[src/rtl/bp_nonsynth_stall_dump_ctrl_pkg.sv]
// Shared types for the stall-reason dump controller: FSM states and counter-bank index map.
// Combinational helpers only; no latency and no flow control live here.
package bp_nonsynth_stall_dump_ctrl_pkg;

  typedef enum logic [0:0] {
    e_count = 1'b0,
    e_drain = 1'b1
  } dump_state_e;

  localparam int commit_idx_lp          = 0;
  localparam int default_num_reasons_lp = 14;
  localparam int unattr_idx_lp          = default_num_reasons_lp + 1;

  // Unattributed bubbles always occupy the slot after the last stall reason.
  function automatic int unattr_idx(input int num_reasons);
    return num_reasons + 1;
  endfunction

endpackage

[src/rtl/bp_nonsynth_sat_counter.sv]
// Saturating event counter with a clear-load that seeds the new window with this cycle's event.
// One-cycle update latency; never stalls, it simply sticks at all-ones.
module bp_nonsynth_sat_counter #(
  parameter int width_p = 32
) (
  input  logic               clk,
  input  logic               reset,
  input  logic               clear,
  input  logic               incr,
  output logic [width_p-1:0] count,
  output logic               sat
);

  assign sat = &count;

  always_ff @(posedge clk) begin
    if (reset) begin
      count <= '0;
    end else if (clear) begin
      count <= width_p'(incr);
    end else if (incr && !sat) begin
      count <= count + width_p'(1);
    end
  end

endmodule

[src/rtl/bp_nonsynth_stall_dump_ctrl.sv]
// Counts commits/stall reasons and streams a snapshot of all counters on request or period expiry.
// First beat one cycle after the trigger; beats hold while dump_ready_i is low, counting never stops.
module bp_nonsynth_stall_dump_ctrl
  import bp_nonsynth_stall_dump_ctrl_pkg::*;
#(
  parameter  int num_reasons_p   = 14,
  parameter  int counter_width_p = 32,
  parameter  int sample_period_p = 1024,
  localparam int n_lp            = num_reasons_p + 2,
  localparam int idx_width_lp    = $clog2(n_lp)
) (
  input  logic                       clk_i,
  input  logic                       reset_i,
  input  logic                       freeze_i,
  input  logic                       commit_v_i,
  input  logic [num_reasons_p-1:0]   stall_reason_i,
  input  logic                       dump_req_i,
  output logic                       dump_v_o,
  input  logic                       dump_ready_i,
  output logic [idx_width_lp-1:0]    dump_idx_o,
  output logic [counter_width_p-1:0] dump_data_o,
  output logic                       dump_last_o,
  output logic                       busy_o,
  output logic                       overflow_o
);

  localparam int timer_width_lp = (sample_period_p > 1) ? $clog2(sample_period_p) : 1;
  localparam logic [timer_width_lp-1:0] timer_last_lp = timer_width_lp'(sample_period_p - 1);
  localparam logic [idx_width_lp-1:0]   last_idx_lp   = idx_width_lp'(unattr_idx(num_reasons_p));

  dump_state_e                state;
  logic [idx_width_lp-1:0]    idx;
  logic                       pending;
  logic                       overflow;
  logic [timer_width_lp-1:0]  timer;
  logic [n_lp-1:0]            incr;
  logic [n_lp-1:0]            sat;
  logic [counter_width_p-1:0] live   [n_lp];
  logic [counter_width_p-1:0] shadow [n_lp];
  logic [counter_width_p-1:0] data_mux;

  logic expiry, trigger, handshake, last_beat, resnap, snap;

  always_comb begin
    incr = '0;
    if (!freeze_i) begin
      if (commit_v_i) begin
        incr[commit_idx_lp] = 1'b1;
      end else if (stall_reason_i == '0) begin
        incr[n_lp-1] = 1'b1;
      end else begin
        incr[num_reasons_p:1] = stall_reason_i;
      end
    end
  end

  assign expiry    = (sample_period_p != 0) && !freeze_i && (timer == timer_last_lp);
  assign trigger   = dump_req_i | expiry;
  assign handshake = (state == e_drain) & dump_ready_i;
  assign last_beat = (idx == last_idx_lp);
  // Last-beat handshake with work queued starts the next dump with no gap.
  assign resnap    = handshake & last_beat & (pending | trigger);
  assign snap      = ((state == e_count) & trigger) | resnap;

  for (genvar i = 0; i < n_lp; i++) begin : g_live
    bp_nonsynth_sat_counter #(
      .width_p(counter_width_p)
    ) u_cnt (
      .clk  (clk_i),
      .reset(reset_i),
      .clear(snap),
      .incr (incr[i]),
      .count(live[i]),
      .sat  (sat[i])
    );
  end

  always_ff @(posedge clk_i) begin
    if (reset_i) begin
      for (int i = 0; i < n_lp; i++) shadow[i] <= '0;
    end else if (snap) begin
      for (int i = 0; i < n_lp; i++) shadow[i] <= live[i];
    end
  end

  always_ff @(posedge clk_i) begin
    if (reset_i) begin
      overflow <= 1'b0;
      timer    <= '0;
    end else begin
      // A snapshot reloads rather than increments, so it never overflows.
      if (|(incr & sat & ~{n_lp{snap}})) overflow <= 1'b1;
      if (!freeze_i) timer <= (timer == timer_last_lp) ? '0 : timer + timer_width_lp'(1);
    end
  end

  always_ff @(posedge clk_i) begin
    if (reset_i) begin
      state   <= e_count;
      idx     <= '0;
      pending <= 1'b0;
    end else begin
      case (state)
        e_count: begin
          if (trigger) begin
            state <= e_drain;
            idx   <= '0;
          end
        end
        e_drain: begin
          if (handshake && last_beat) begin
            idx     <= '0;
            pending <= 1'b0;
            if (!(pending || trigger)) state <= e_count;
          end else begin
            if (handshake) idx <= idx + idx_width_lp'(1);
            if (trigger) pending <= 1'b1;
          end
        end
        default: state <= e_count;
      endcase
    end
  end

  always_comb begin
    data_mux = '0;
    for (int i = 0; i < n_lp; i++) begin
      if (idx == idx_width_lp'(i)) data_mux = shadow[i];
    end
  end

  assign dump_v_o    = (state == e_drain);
  assign busy_o      = (state == e_drain);
  assign dump_idx_o  = idx;
  assign dump_data_o = data_mux;
  assign dump_last_o = dump_v_o & last_beat;
  assign overflow_o  = overflow;

endmodule

[config.mk]
export PLATFORM = sky130hd
export DESIGN_NAME = bp_nonsynth_stall_dump_ctrl
export DESIGN_NICKNAME = d
export VERILOG_FILES = /design/src/rtl/bp_nonsynth_stall_dump_ctrl_pkg.sv /design/src/rtl/bp_nonsynth_sat_counter.sv /design/src/rtl/bp_nonsynth_stall_dump_ctrl.sv
export SDC_FILE = /design/constraint.sdc
export NUM_CORES = 2
export LEC_CHECK = 0
export ABC_AREA = 0
export CAP_MARGIN = 0
export CORE_UTILIZATION = 60
export DETAILED_ROUTE_END_ITERATION = 10
export PLACE_DENSITY = 0.79
export SYNTH_ARGS = -nofsm -noshare
export SYNTH_HDL_FRONTEND = slang
export SYNTH_HIERARCHICAL = 1
export SYNTH_SLANG_ARGS = --single-unit
[constraint.sdc]
create_clock -name clk_i -period 34.8 [get_ports clk_i]
set_clock_uncertainty 0.2 [all_clocks]
set_input_delay 3.48 -clock clk_i [delete_from_list [all_inputs] [get_ports clk_i]]
set_output_delay 3.48 -clock clk_i [all_outputs]
set_load 0.02 [all_outputs]
==> impl.org <==
** Run status
- The run finished with clean final reports.

** Synthesis
- Of the total synthesized cell area, the portion taken by full adders, half adders and majority gates is 0.00511.
- Synthesis inferred roughly 1000 register bits.
- Basic-gate share of the synthesized area counting and, or, nand and nor cells :: 0.257
- Yosys attributes the largest share of cell area to sky130_fd_sc_hd__edfxtp_1, sky130_fd_sc_hd__dfxtp_1, sky130_fd_sc_hd__and2_1.
- Dominant combinational cell family by area after synthesis :: simple AND/OR/NAND/NOR gates
- When the netlist entered floorplanning its net count stood at roughly 5300.
- Yosys mapped the design onto slightly above 80 distinct sky130hd cell types.
- Measured against the total synthesized area, the mux share comes to 0.00312.
- Part of the Yosys area used for sequential elements :: 0.505
- The synthesized design contains about 500 enable-type register cells.
- For this run, the leading register cell type out of synthesis is sky130_fd_sc_hd__dfxtp_1.
- The synthesized netlist occupies a cell area of approximately 51000 sq um.
- Number of warnings issued by yosys :: 6
- Mean post-synth cell area :: between 9 and 10 sq um
- Compound-gate portion of the synthesized area :: 0.180
- Of the post-synthesis cell area, the dominant cell type holds 0.299.
- The cell count after synthesis came out at 5223.
- sky130_fd_sc_hd__edfxtp_1 takes more of the synthesized area than any other cell.
- For this run, asynchronously set or reset flops after synthesis account for 0.
- Of the total synthesized cell area, the portion taken by XOR and XNOR cells is 0.0119.

** STA
- Measured against its own limit, the worst slew margin works out to 0.0918.
- Setup repair after global routing left no endpoint under its margin.
- Final critical-path setup slack :: roughly 26 ns
- The count of endpoints failing hold in the final timing report is 0.
- Final critical path time including I/O delays and setup :: 8.83 ns
- Highest achievable clock rate :: roughly 0.11 GHz
- Final TNS setup :: 0 ns
- Transition at the pin with the smallest max-transition slack :: around 1.4 ns
- In the finished design, the share of the clock period the worst path needs comes to 0.254.
- Final setup violating endpoints :: 0
- The final number of max-transition violations is 0.

** Die
- Total die area :: 86800 sq um
- 60 I/O pins were placed.
- The die is 295 um tall.
- Die Width :: ~300 um
- The floorplan step defined a core boundary enclosing 84200 sq um.
- Total number of placement rows :: about 110
- For this configuration, the core starts out at a cell density of 0.610.

** Drt
- The routed layout has between 40000 and 50000 vias.
- The first routing iteration left 5899 violations.
- Using the TritonRoute via totals, the vias-per-cell ratio works out to roughly 6.7.
- Average detailed-routed wire length per instance :: 24.5 um
- Drc violations :: 0
- Detailed-routing iteration count for the pre-antenna-repair pass :: 8
- Post-route ant nets :: 0
- Wires add up to 157 mm.

** GRT
- Pin count of the biggest net entering global routing :: approximately 210
- The number of global-route vias before repair was approximately 38000.
- Initial antenna violation count :: 5
- Total gr overflow :: 0
- The first global-routing pass estimated 235 mm of wire.
- Overall track demand over capacity in global routing :: 0.356

** Power
- For this design the total switching power over the nets is 631 uW.
- In this run the static leakage power is 0.0178 uW.
- Relative contribution of sequential cells to total power :: 0.506
- In this run the power density over the cells is around 48 nW/um^2.
- Of the total power, combinational logic draws 0.048.
- Net Sw Frac :: 0.236
- IR analysis of the VDD net gives a maximum drop of 55.1 uV.
- The share of total power dissipated in the clock network is 0.446.
- Cell-internal power :: roughly 2000 uW

** Worst setup path
- At the worst endpoint, the arrival time is 5.15 ns.
- STA classifies the critical path startpoint as a flop.
- In this run the critical register-to-register path is launched from dump_idx_o[0].
- The most critical setup path has its startpoint at dump_idx_o[0].
- The critical path is of the flop to output pin type.
- Cells along the critical path :: ha_1 -> inv_2 -> nor2_2 -> a222oi_1 -> o311a_1 -> o31ai_1 -> clkdlybuf4s50_1
- CP max-delay cell :: sky130_fd_sc_hd__nor2_2
- Critical path capture point type :: output pin
- The worst register-to-register path ends at g_live[10].u_cnt/count[22].
- CP Data Required Time :: a little over 30 ns
- Stage delay of the slowest cell on the critical path :: 1.03 ns
- The setup check on the worst reg-to-reg path leaves a slack of about 30 ns.
- Worst-path fanout max :: 36
- Cells on worst reg2reg path :: 9

** Final layout
- Fillers :: between 6000 and 7000
- Area occupied by multi-input gates :: 23600 sq um
- Synth-to-layout area growth :: 9.19%
- Footprint of the flip-flops and latches :: 26000 sq um
- Number of nets in the layout :: roughly 5200
- Of the cells placed in the final design, the portion with a size suffix greater than 1 is 0.0929.

** Clock network
- Post-CTS sizing :: 0
- The tree is rooted in a sky130_fd_sc_hd__clkbuf_16.
- Clock latency at the later pin of the worst-skew pair :: about 0.7 ns
- Clock tree synthesis inserted a total of 107 buffers.
- Clock-pin slew on the worst setup and hold paths :: ~0.07 ns
- Number of buffers inserted for hold repair after clock tree synthesis :: 0
- CTS HTree Levels :: 3
- Clock tree from TritonCTS :: done
- Buffer count from post-CTS setup fixing :: 0
- Counting every sink on the clock net gives 1041.
- The clock passes through at most 3 buffers.

** Job
- Max-capacitance violation count :: 0

** Worst hold path
- Worst Hold Path EP :: g_live[11].u_cnt/count[27]
- Counting instances, the worst hold path has a depth of 2.
- Hold Path Class :: flop to flop
- The startpoint identified for the worst hold timing path is g_live[11].u_cnt/count[27].

** Placed design
- Placement Setup Slack :: 26.88 ns
- Routability cong. :: between 1 and 1.5
- Number of port buffers :: approximately 60
- DP Wirelength :: 113 mm
==> power by group through the flow <==
stage / sequential (uW) / combinational (uW) / clock [uW]
3_5_place_dp: 1380 / 124 / 0
4_1_cts: 1350 / 125 / 1200
2_1_floorplan: 1380 / 78.8 / 0
6_report: 1350 / 128 / 1190
5_1_grt: 1350 / 134 / 1250
3_3_place_gp: 1380 / 122 / 0
==> worst max-delay path by stage <==
| stage | slack (ns) | end |
|---|---|---|
| after floorplan | 18.51 | shadow[0][0] |
| after global placement | 26.95 | dump_data_o[0] |
| after detailed placement | 26.88 | dump_data_o[0] |
| after CTS | 26.10 | dump_data_o[0] |
| after global routing | 25.80 | dump_data_o[0] |
| final | 25.97 | dump_data_o[0] |
==> worst max-delay path: cells and delay by family (launching register included) <==
kind | cells | cell delay [ns]
compound gates | 3 | 1.01
fa+ha+maj | 1 | 0.68
simple gates | 1 | 1.03
buf+inv | 2 | 1.22
flops | 1 | 0.48
==> kinds of logic after synthesis <==
group / after synthesis
compound gates: 1428
xor+xnor: 70
buf+inv: 381
fa+ha+maj: 21
simple gates: 2266
mux: 16
flops: 1041
==> cells in the mapped netlist (83+ instances only) <==
cell and n:
sky130_fd_sc_hd__dfxtp_1 529, sky130_fd_sc_hd__edfxtp_1 512, sky130_fd_sc_hd__a21oi_1 470, sky130_fd_sc_hd__and2_1 381
sky130_fd_sc_hd__o21ai_0 338, sky130_fd_sc_hd__nand2_1 318, sky130_fd_sc_hd__or3_1 264, sky130_fd_sc_hd__nor2_1 259
sky130_fd_sc_hd__nor2b_1 198, sky130_fd_sc_hd__nand3_1 156, sky130_fd_sc_hd__clkbuf_1 131, sky130_fd_sc_hd__or4_1 128
sky130_fd_sc_hd__nand4_1 116, sky130_fd_sc_hd__inv_1 104, sky130_fd_sc_hd__o31ai_1 104, sky130_fd_sc_hd__nor4_1 83
==> through the flow <==
step	instance area, sq um	util	total power [uW]	hold WS, ns	cells
after floorplan	51400	-	1460	0.242	5223
after global placement	52400	0.623	1500	0.267	6202
after detailed placement	52400	0.623	1500	0.290	6203
after CTS	56100	0.666	2680	0.302	6405
after global routing	56100	0.666	2740	0.320	6407
final	56100	0.666	2670	0.303	6409
==> sequential cells by signal, summed over array words and instances, names as in the netlist <==
register / cells
busy_o: 1
timer: 10
overflow_o: 1
pending: 1
shadow: 512
g_live.u_cnt/count: 512
dump_idx_o: 4
==> area by class of cell <==
| class | instances | area share |
|---|---|---|
| timing repair buffer | 123 | 0.0198 |
| sequential | 1041 | 0.463 |
| antenna | 2 | 0.0000892 |
| inverter | 106 | 0.00709 |
| clock buffer | 137 | 0.0526 |
| tap | 1134 | 0.0253 |
| multi-input combinational | 3801 | 0.420 |
| clock inverter | 65 | 0.0127 |
==> layout by cell type (no fill, tap or decap), types with 77 or more instances in the layout <==
master                      count
sky130_fd_sc_hd__a21oi_1      470
sky130_fd_sc_hd__and2_1       381
sky130_fd_sc_hd__clkbuf_16    108
sky130_fd_sc_hd__dfxtp_1      529
sky130_fd_sc_hd__edfxtp_1     512
sky130_fd_sc_hd__inv_1        103
sky130_fd_sc_hd__nand2_1      317
sky130_fd_sc_hd__nand3_1      156
sky130_fd_sc_hd__nand4_1      116
sky130_fd_sc_hd__nor2_1       258
sky130_fd_sc_hd__nor2b_1      197
sky130_fd_sc_hd__nor4_1        80
sky130_fd_sc_hd__o21ai_0      338
sky130_fd_sc_hd__o22ai_1       77
sky130_fd_sc_hd__o31ai_1      104
sky130_fd_sc_hd__or3_1        264
sky130_fd_sc_hd__or4_1        128
==> per-layer routing <==
metal | part of all wire | up-vias | GRT usage
met5 | 0.00010 | - | 0
met4 | 0.039 | 2 | 0.131
met3 | 0.11 | 319 | 0.0740
met2 | 0.43 | 2131 | 0.526
met1 | 0.42 | 20784 | 0.514
li1 | - | 19739 | -
Power figures use the tool's default switching activity.
